`config.mk`:
```
export PLATFORM = sky130hd
export DESIGN_NAME = control_sequencer
export DESIGN_NICKNAME = d
export VERILOG_FILES = /design/src/rtl/cpu_pkg.sv /design/src/rtl/instr_decoder.sv /design/src/rtl/control_sequencer.sv
export SDC_FILE = /design/constraint.sdc
export NUM_CORES = 1
export LEC_CHECK = 0
export ABC_CLOCK_PERIOD_IN_PS = 2100
export BUFFER_PORTS_ARGS = -buffer_cell sky130_fd_sc_hd__buf_2
export CAP_MARGIN = 20
export CORE_UTILIZATION = 50
export CTS_BUF_LIST = sky130_fd_sc_hd__clkbuf_8 sky130_fd_sc_hd__clkbuf_16
export DETAILED_ROUTE_END_ITERATION = 7
export PLACE_DENSITY_LB_ADDON = 0.15
export SYNTH_ARGS = -nofsm -noshare
export SYNTH_HDL_FRONTEND = slang
export SYNTH_HIERARCHICAL = 1
export SYNTH_SLANG_ARGS = --single-unit
```
`constraint.sdc`:
```
create_clock -name clk -period 2.1 [get_ports clk]
set_input_delay 0.315 -clock clk [delete_from_list [all_inputs] [get_ports clk]]
set_output_delay 0.315 -clock clk [all_outputs]
set_load 0.02 [all_outputs]
```
`src/rtl/cpu_pkg.sv`:
```
// Shared constants for the 8-bit accumulator CPU: opcodes, ALU selectors,
// controller state encoding and the decoded-instruction record.
package cpu_pkg;

    localparam int CPU_DATA_W = 8;
    localparam int CPU_ADDR_W = 5;

    localparam logic [2:0] OP_ADD = 3'b000;
    localparam logic [2:0] OP_SUB = 3'b001;
    localparam logic [2:0] OP_XOR = 3'b010;
    localparam logic [2:0] OP_SHL = 3'b011;
    localparam logic [2:0] OP_LDA = 3'b100;
    localparam logic [2:0] OP_STA = 3'b101;
    localparam logic [2:0] OP_CMA = 3'b110;
    localparam logic [2:0] OP_HLT = 3'b111;

    localparam logic [2:0] ALU_ADD = 3'b000;
    localparam logic [2:0] ALU_SUB = 3'b001;
    localparam logic [2:0] ALU_XOR = 3'b010;
    localparam logic [2:0] ALU_DBL = 3'b011;
    localparam logic [2:0] ALU_CMP = 3'b110;

    localparam logic [2:0] S_IDLE   = 3'd0;
    localparam logic [2:0] S_FETCH  = 3'd1;
    localparam logic [2:0] S_DECODE = 3'd2;
    localparam logic [2:0] S_READ   = 3'd3;
    localparam logic [2:0] S_EXEC   = 3'd4;
    localparam logic [2:0] S_WRITE  = 3'd5;
    localparam logic [2:0] S_HALT   = 3'd6;

    typedef struct packed {
        logic       needs_read;
        logic       is_store;
        logic       is_halt;
        logic       is_load;
        logic       uses_alu;
        logic [2:0] alu_sel;
    } decode_t;

endpackage

```
`src/rtl/instr_decoder.sv`:
```
// Combinational opcode decode: which memory phase an instruction needs and
// which ALU operation its EXEC cycle uses.
module instr_decoder
    import cpu_pkg::*;
(
    input  logic [2:0] opcode,
    output decode_t    dec
);

    always_comb begin
        dec         = '0;
        dec.alu_sel = ALU_ADD;
        case (opcode)
            OP_ADD: begin
                dec.needs_read = 1'b1;
                dec.uses_alu   = 1'b1;
                dec.alu_sel    = ALU_ADD;
            end
            OP_SUB: begin
                dec.needs_read = 1'b1;
                dec.uses_alu   = 1'b1;
                dec.alu_sel    = ALU_SUB;
            end
            OP_XOR: begin
                dec.needs_read = 1'b1;
                dec.uses_alu   = 1'b1;
                dec.alu_sel    = ALU_XOR;
            end
            OP_SHL: begin
                dec.uses_alu = 1'b1;
                dec.alu_sel  = ALU_DBL;
            end
            // LDA reads memory but bypasses the ALU, so it leaves alu_sel alone.
            OP_LDA: begin
                dec.needs_read = 1'b1;
                dec.is_load    = 1'b1;
            end
            OP_STA: dec.is_store = 1'b1;
            OP_CMA: begin
                dec.uses_alu = 1'b1;
                dec.alu_sel  = ALU_CMP;
            end
            OP_HLT: dec.is_halt = 1'b1;
            default: ;
        endcase
    end

endmodule

```
`src/rtl/control_sequencer.sv`:
```
// Fetch/decode/execute controller for the accumulator CPU. Owns PC, IR, AC
// and DR, runs the memory handshake and commits the external ALU's result.
module control_sequencer
    import cpu_pkg::*;
#(
    parameter int DATA_W = CPU_DATA_W,
    parameter int ADDR_W = CPU_ADDR_W
) (
    input  logic              clk,
    input  logic              rst_n,
    input  logic              run,
    output logic              mem_req,
    output logic              mem_we,
    output logic [ADDR_W-1:0] mem_addr,
    output logic [DATA_W-1:0] mem_wdata,
    input  logic [DATA_W-1:0] mem_rdata,
    input  logic              mem_ack,
    output logic [2:0]        alu_sel,
    output logic [DATA_W-1:0] alu_ac,
    output logic [DATA_W-1:0] alu_dr,
    input  logic [DATA_W-1:0] alu_result,
    output logic              halted,
    output logic [ADDR_W-1:0] pc
);

    logic [2:0]        state_q, state_d;
    logic [ADDR_W-1:0] pc_q, pc_d;
    logic [DATA_W-1:0] ir_q, ir_d;
    logic [DATA_W-1:0] ac_q, ac_d;
    logic [DATA_W-1:0] dr_q, dr_d;
    logic [2:0]        alu_sel_q, alu_sel_d;
    logic              ack;
    decode_t           dec;

    instr_decoder u_decoder (
        .opcode (ir_q[DATA_W-1 -: 3]),
        .dec    (dec)
    );

    // Bus outputs depend only on registered state, so they never glitch on inputs.
    assign mem_req   = (state_q == S_FETCH) || (state_q == S_READ) || (state_q == S_WRITE);
    assign mem_we    = (state_q == S_WRITE);
    assign mem_addr  = (state_q == S_FETCH) ? pc_q :
                       (state_q == S_READ || state_q == S_WRITE) ? ir_q[ADDR_W-1:0] : '0;
    assign mem_wdata = (state_q == S_WRITE) ? ac_q : '0;
    assign ack       = mem_ack && mem_req;

    assign alu_sel = alu_sel_q;
    assign alu_ac  = ac_q;
    assign alu_dr  = dr_q;
    assign halted  = (state_q == S_HALT);
    assign pc      = pc_q;

    always_comb begin
        state_d   = state_q;
        pc_d      = pc_q;
        ir_d      = ir_q;
        ac_d      = ac_q;
        dr_d      = dr_q;
        alu_sel_d = alu_sel_q;
        case (state_q)
            S_IDLE: begin
                if (run) state_d = S_FETCH;
            end
            S_FETCH: begin
                if (ack) begin
                    ir_d    = mem_rdata;
                    pc_d    = pc_q + ADDR_W'(1);
                    state_d = S_DECODE;
                end
            end
            S_DECODE: begin
                if (dec.is_halt)         state_d = S_HALT;
                else if (dec.is_store)   state_d = S_WRITE;
                else if (dec.needs_read) state_d = S_READ;
                else                     state_d = S_EXEC;
                if (!dec.needs_read && dec.uses_alu) alu_sel_d = dec.alu_sel;
            end
            S_READ: begin
                if (ack) begin
                    dr_d    = mem_rdata;
                    state_d = S_EXEC;
                    if (dec.uses_alu) alu_sel_d = dec.alu_sel;
                end
            end
            S_EXEC: begin
                ac_d    = dec.is_load ? dr_q : alu_result;
                state_d = S_FETCH;
            end
            S_WRITE: begin
                if (ack) state_d = S_FETCH;
            end
            S_HALT:  state_d = S_HALT;
            default: state_d = S_IDLE;
        endcase
    end

    always_ff @(posedge clk or negedge rst_n) begin
        if (!rst_n) begin
            state_q   <= S_IDLE;
            pc_q      <= '0;
            ir_q      <= '0;
            ac_q      <= '0;
            dr_q      <= '0;
            alu_sel_q <= ALU_ADD;
        end else begin
            state_q   <= state_d;
            pc_q      <= pc_d;
            ir_q      <= ir_d;
            ac_q      <= ac_d;
            dr_q      <= dr_d;
            alu_sel_q <= alu_sel_d;
        end
    end

endmodule
```
==> impl_metrics.ini <==
[placed_design]
placed_cells = 259
dp_hpwl_um = 2940
portBuffers = 59
post_dp_cell_area_um2 = 2150
gp_congestion = 0.806
pre_cts_slack_ps = 354

[sta]
grt_setup_unrepaired = false
skew_ps = 7.05
tightest_slew_ps = 766
hold_ws_ps = 96.2
relSlewSlack_pct = 48.9
setup_viol = 0
max_freq_ghz = 0.513
fin_ws_ps = 151
final_hold_viol_count = 0
slew_violations = 0
finalCritPeriodShare_pct = 92.8
fin_crit_ps = 1950
finalSetupTns_ps = 0

[route]
viasPerCell = 5.33
drtIter0Drc = 83
vias = 1424
drt-wirelength-per-cell_um = 14.8
drtAntennaViolNets = 0
firstDrtPassIters = 4
drt-total-wl_um = 3940
drc_errors = 0

[yosys]
synth_area_um2 = 1820
synth_edf_count = 0
syn_nets = 179
synthCells = 158
ys_top_cells_by_area = dfrtp_1 48%, mux2_2 12%, mux2i_1 7.2%
synth_top_area_share_pct = 48.2
yosysWarnings = 6
seq_area_frac_synth_pct = 48.2
ys_seq_elements = 35
synth_most_common_cell = dfrtp_1
synthTopCellsByCount = 35 x dfrtp_1, 20 x mux2_2, 13 x mux2i_1, 11 x nor2_1, 9 x a21oi_1
synth.largest_area_cell = dfrtp_1
async_reset_ff_share_pct = 100
avgSynthCellArea_um2 = 11.5
yosysUniqueCellTypes = 35
synth_flop_cell = dfrtp_1

[clock_tree]
clock_latency_ps = 280
h-tree-depth = 2
ctsHoldBuffers = 0
cts_buffers = 5
post_cts_resized = 0
post_cts_buffers = 0
cts_buffer_depth = 2
clk_pin_slew_ps = 70
cts.sinks = 35
cts_tree = yes
cts_root_buf = clkbuf_8

[critical_path]
required_ps = 1780
rrSetupSlack_ps = 350
worst-r2r-cell-count = 2
start_kind = register
cp.arrival_ps = 1630
crit_cells = 5
critical_path.endpoint = mem_addr[3]
worst-path-buf-inv = 2
end_kind = output pin
cp_top_family = flip-flops
crit_chain = nor2b_1, buf_4, o2bb2ai_1, and2_1, buf_2
crit_fanout = 10
worst_r2r_endpoint = ir_q[7]
critPathSlowestCell = dfrtp_1
crit_start = state_q[1]
critPathKind = reg -> out
slowest_delay_ps = 530
worstReg2RegStart = state_q[0]

[global_routing]
overflow = 0
grt_max_degree = 36
grt_pass1_wl_um = 6710
grt_pass1_vias = 1388
antenna_found_initial = 0
track_usage_pct = 22.6

[min_path]
hold_path_class = in -> async

[floorplan]
die_h_um = 62.3
die_w_um = 62.3
die_area_um2 = 3880
pin_count = 60
rows = 21
core_area_um2 = 3420
initial_core_util_pct = 53.2

[finish]
utilization_pct = 65.9
nFillCells = 305
ff_latch_area_um2 = 876
num_antenna_cells = 0
drive_gt1_share_pct = 44.8
layout-area-overhead-vs-synth_pct = 23.9
nets = 241
fin_cells = 267
multi_input_area_um2 = 868
design_area_um2 = 2250

[run]
cap_violations = 0

[power]
powerDensity_nw_per_um2 = 1690
power.total_mw = 3.80
irDropWorstVdd_uv = 850
leakage_nw = 1.10

[status]
outcome = finished clean
[placed cells by master (no fill, tap or decap), types with 3 or more instances in the layout]
master     synthesis  routed
mux2_2            20      20
buf_2              2      59
clkbuf_8           0       7
nor2b_1            3       3
mux2i_1           13      13
buf_4              1       6
dfrtp_1           35      35
inv_1              2       3
a21oi_1            9       9
o2bb2ai_1          5       5
nand2_1            3       3
o21ai_0            4       4
and3_1             8       8
xnor2_1            4       4
and2_1             8       8
nor2_1            11      11
[worst min path at each step]
stage               start   endpoint  slack (ps)  cells after the start
finish              rst_n    ir_q[2]         100                      1
detailed placement  rst_n      pc[1]         430                      1
global route        rst_n      pc[3]         160                      1
global placement    rst_n      pc[0]         430                      1
floorplan           rst_n  alu_ac[0]          20                      0
CTS                 rst_n      pc[3]         120                      1
[layer usage]
metal | GRT usage (%) | up-vias | routed length [um]
li1 | - | 686 | -
met1 | 28.1 | 685 | 1690
met2 | 37.8 | 44 | 1980
met3 | 5.88 | 9 | 189
met4 | 8.72 | 0 | 84
met5 | 0 | - | 0
[cell families after synthesis]
family	Yosys count	synth area share [%]
buffers and inverters	12	3.93
xor gates and xnor gates	5	2.41
adders and majority gates	1	0.689
AOI/OAI and AO/OA	25	9.03
and+or+nand+nor	47	16.1
DFF	35	48.2
muxes	33	19.6
[power breakdown]
group,internal [mW],switching [mW],leakage (nW)
registers,1.00,0.380,0.411
clock network,0.294,0.229,0.0557
logic,0.864,1.03,0.630
total,2.16,1.64,1.10
[state kept, by name (all words and copies together) (netlist names)]
register,count
state_q,3
pc,5
alu_dr,8
ir_q,8
alu_sel,3
alu_ac,8
[worst register-to-register path: stages (launching register included)]
cell      delay (ps)
dfrtp_1          770
and4bb_4         490
mux2_2           370
[final cells by class]
| class | count | share of cell area, % |
|---|---|---|
| multi-input cells | 111 | 38.6 |
| repair buffers | 65 | 15.1 |
| flip-flops and latches | 35 | 38.9 |
| clock inverters | 1 | 0.167 |
| inverters | 2 | 0.334 |
| clock buffers | 7 | 4.28 |
| well taps | 46 | 2.56 |
Note: power is estimated with default switching activity, not from simulation.
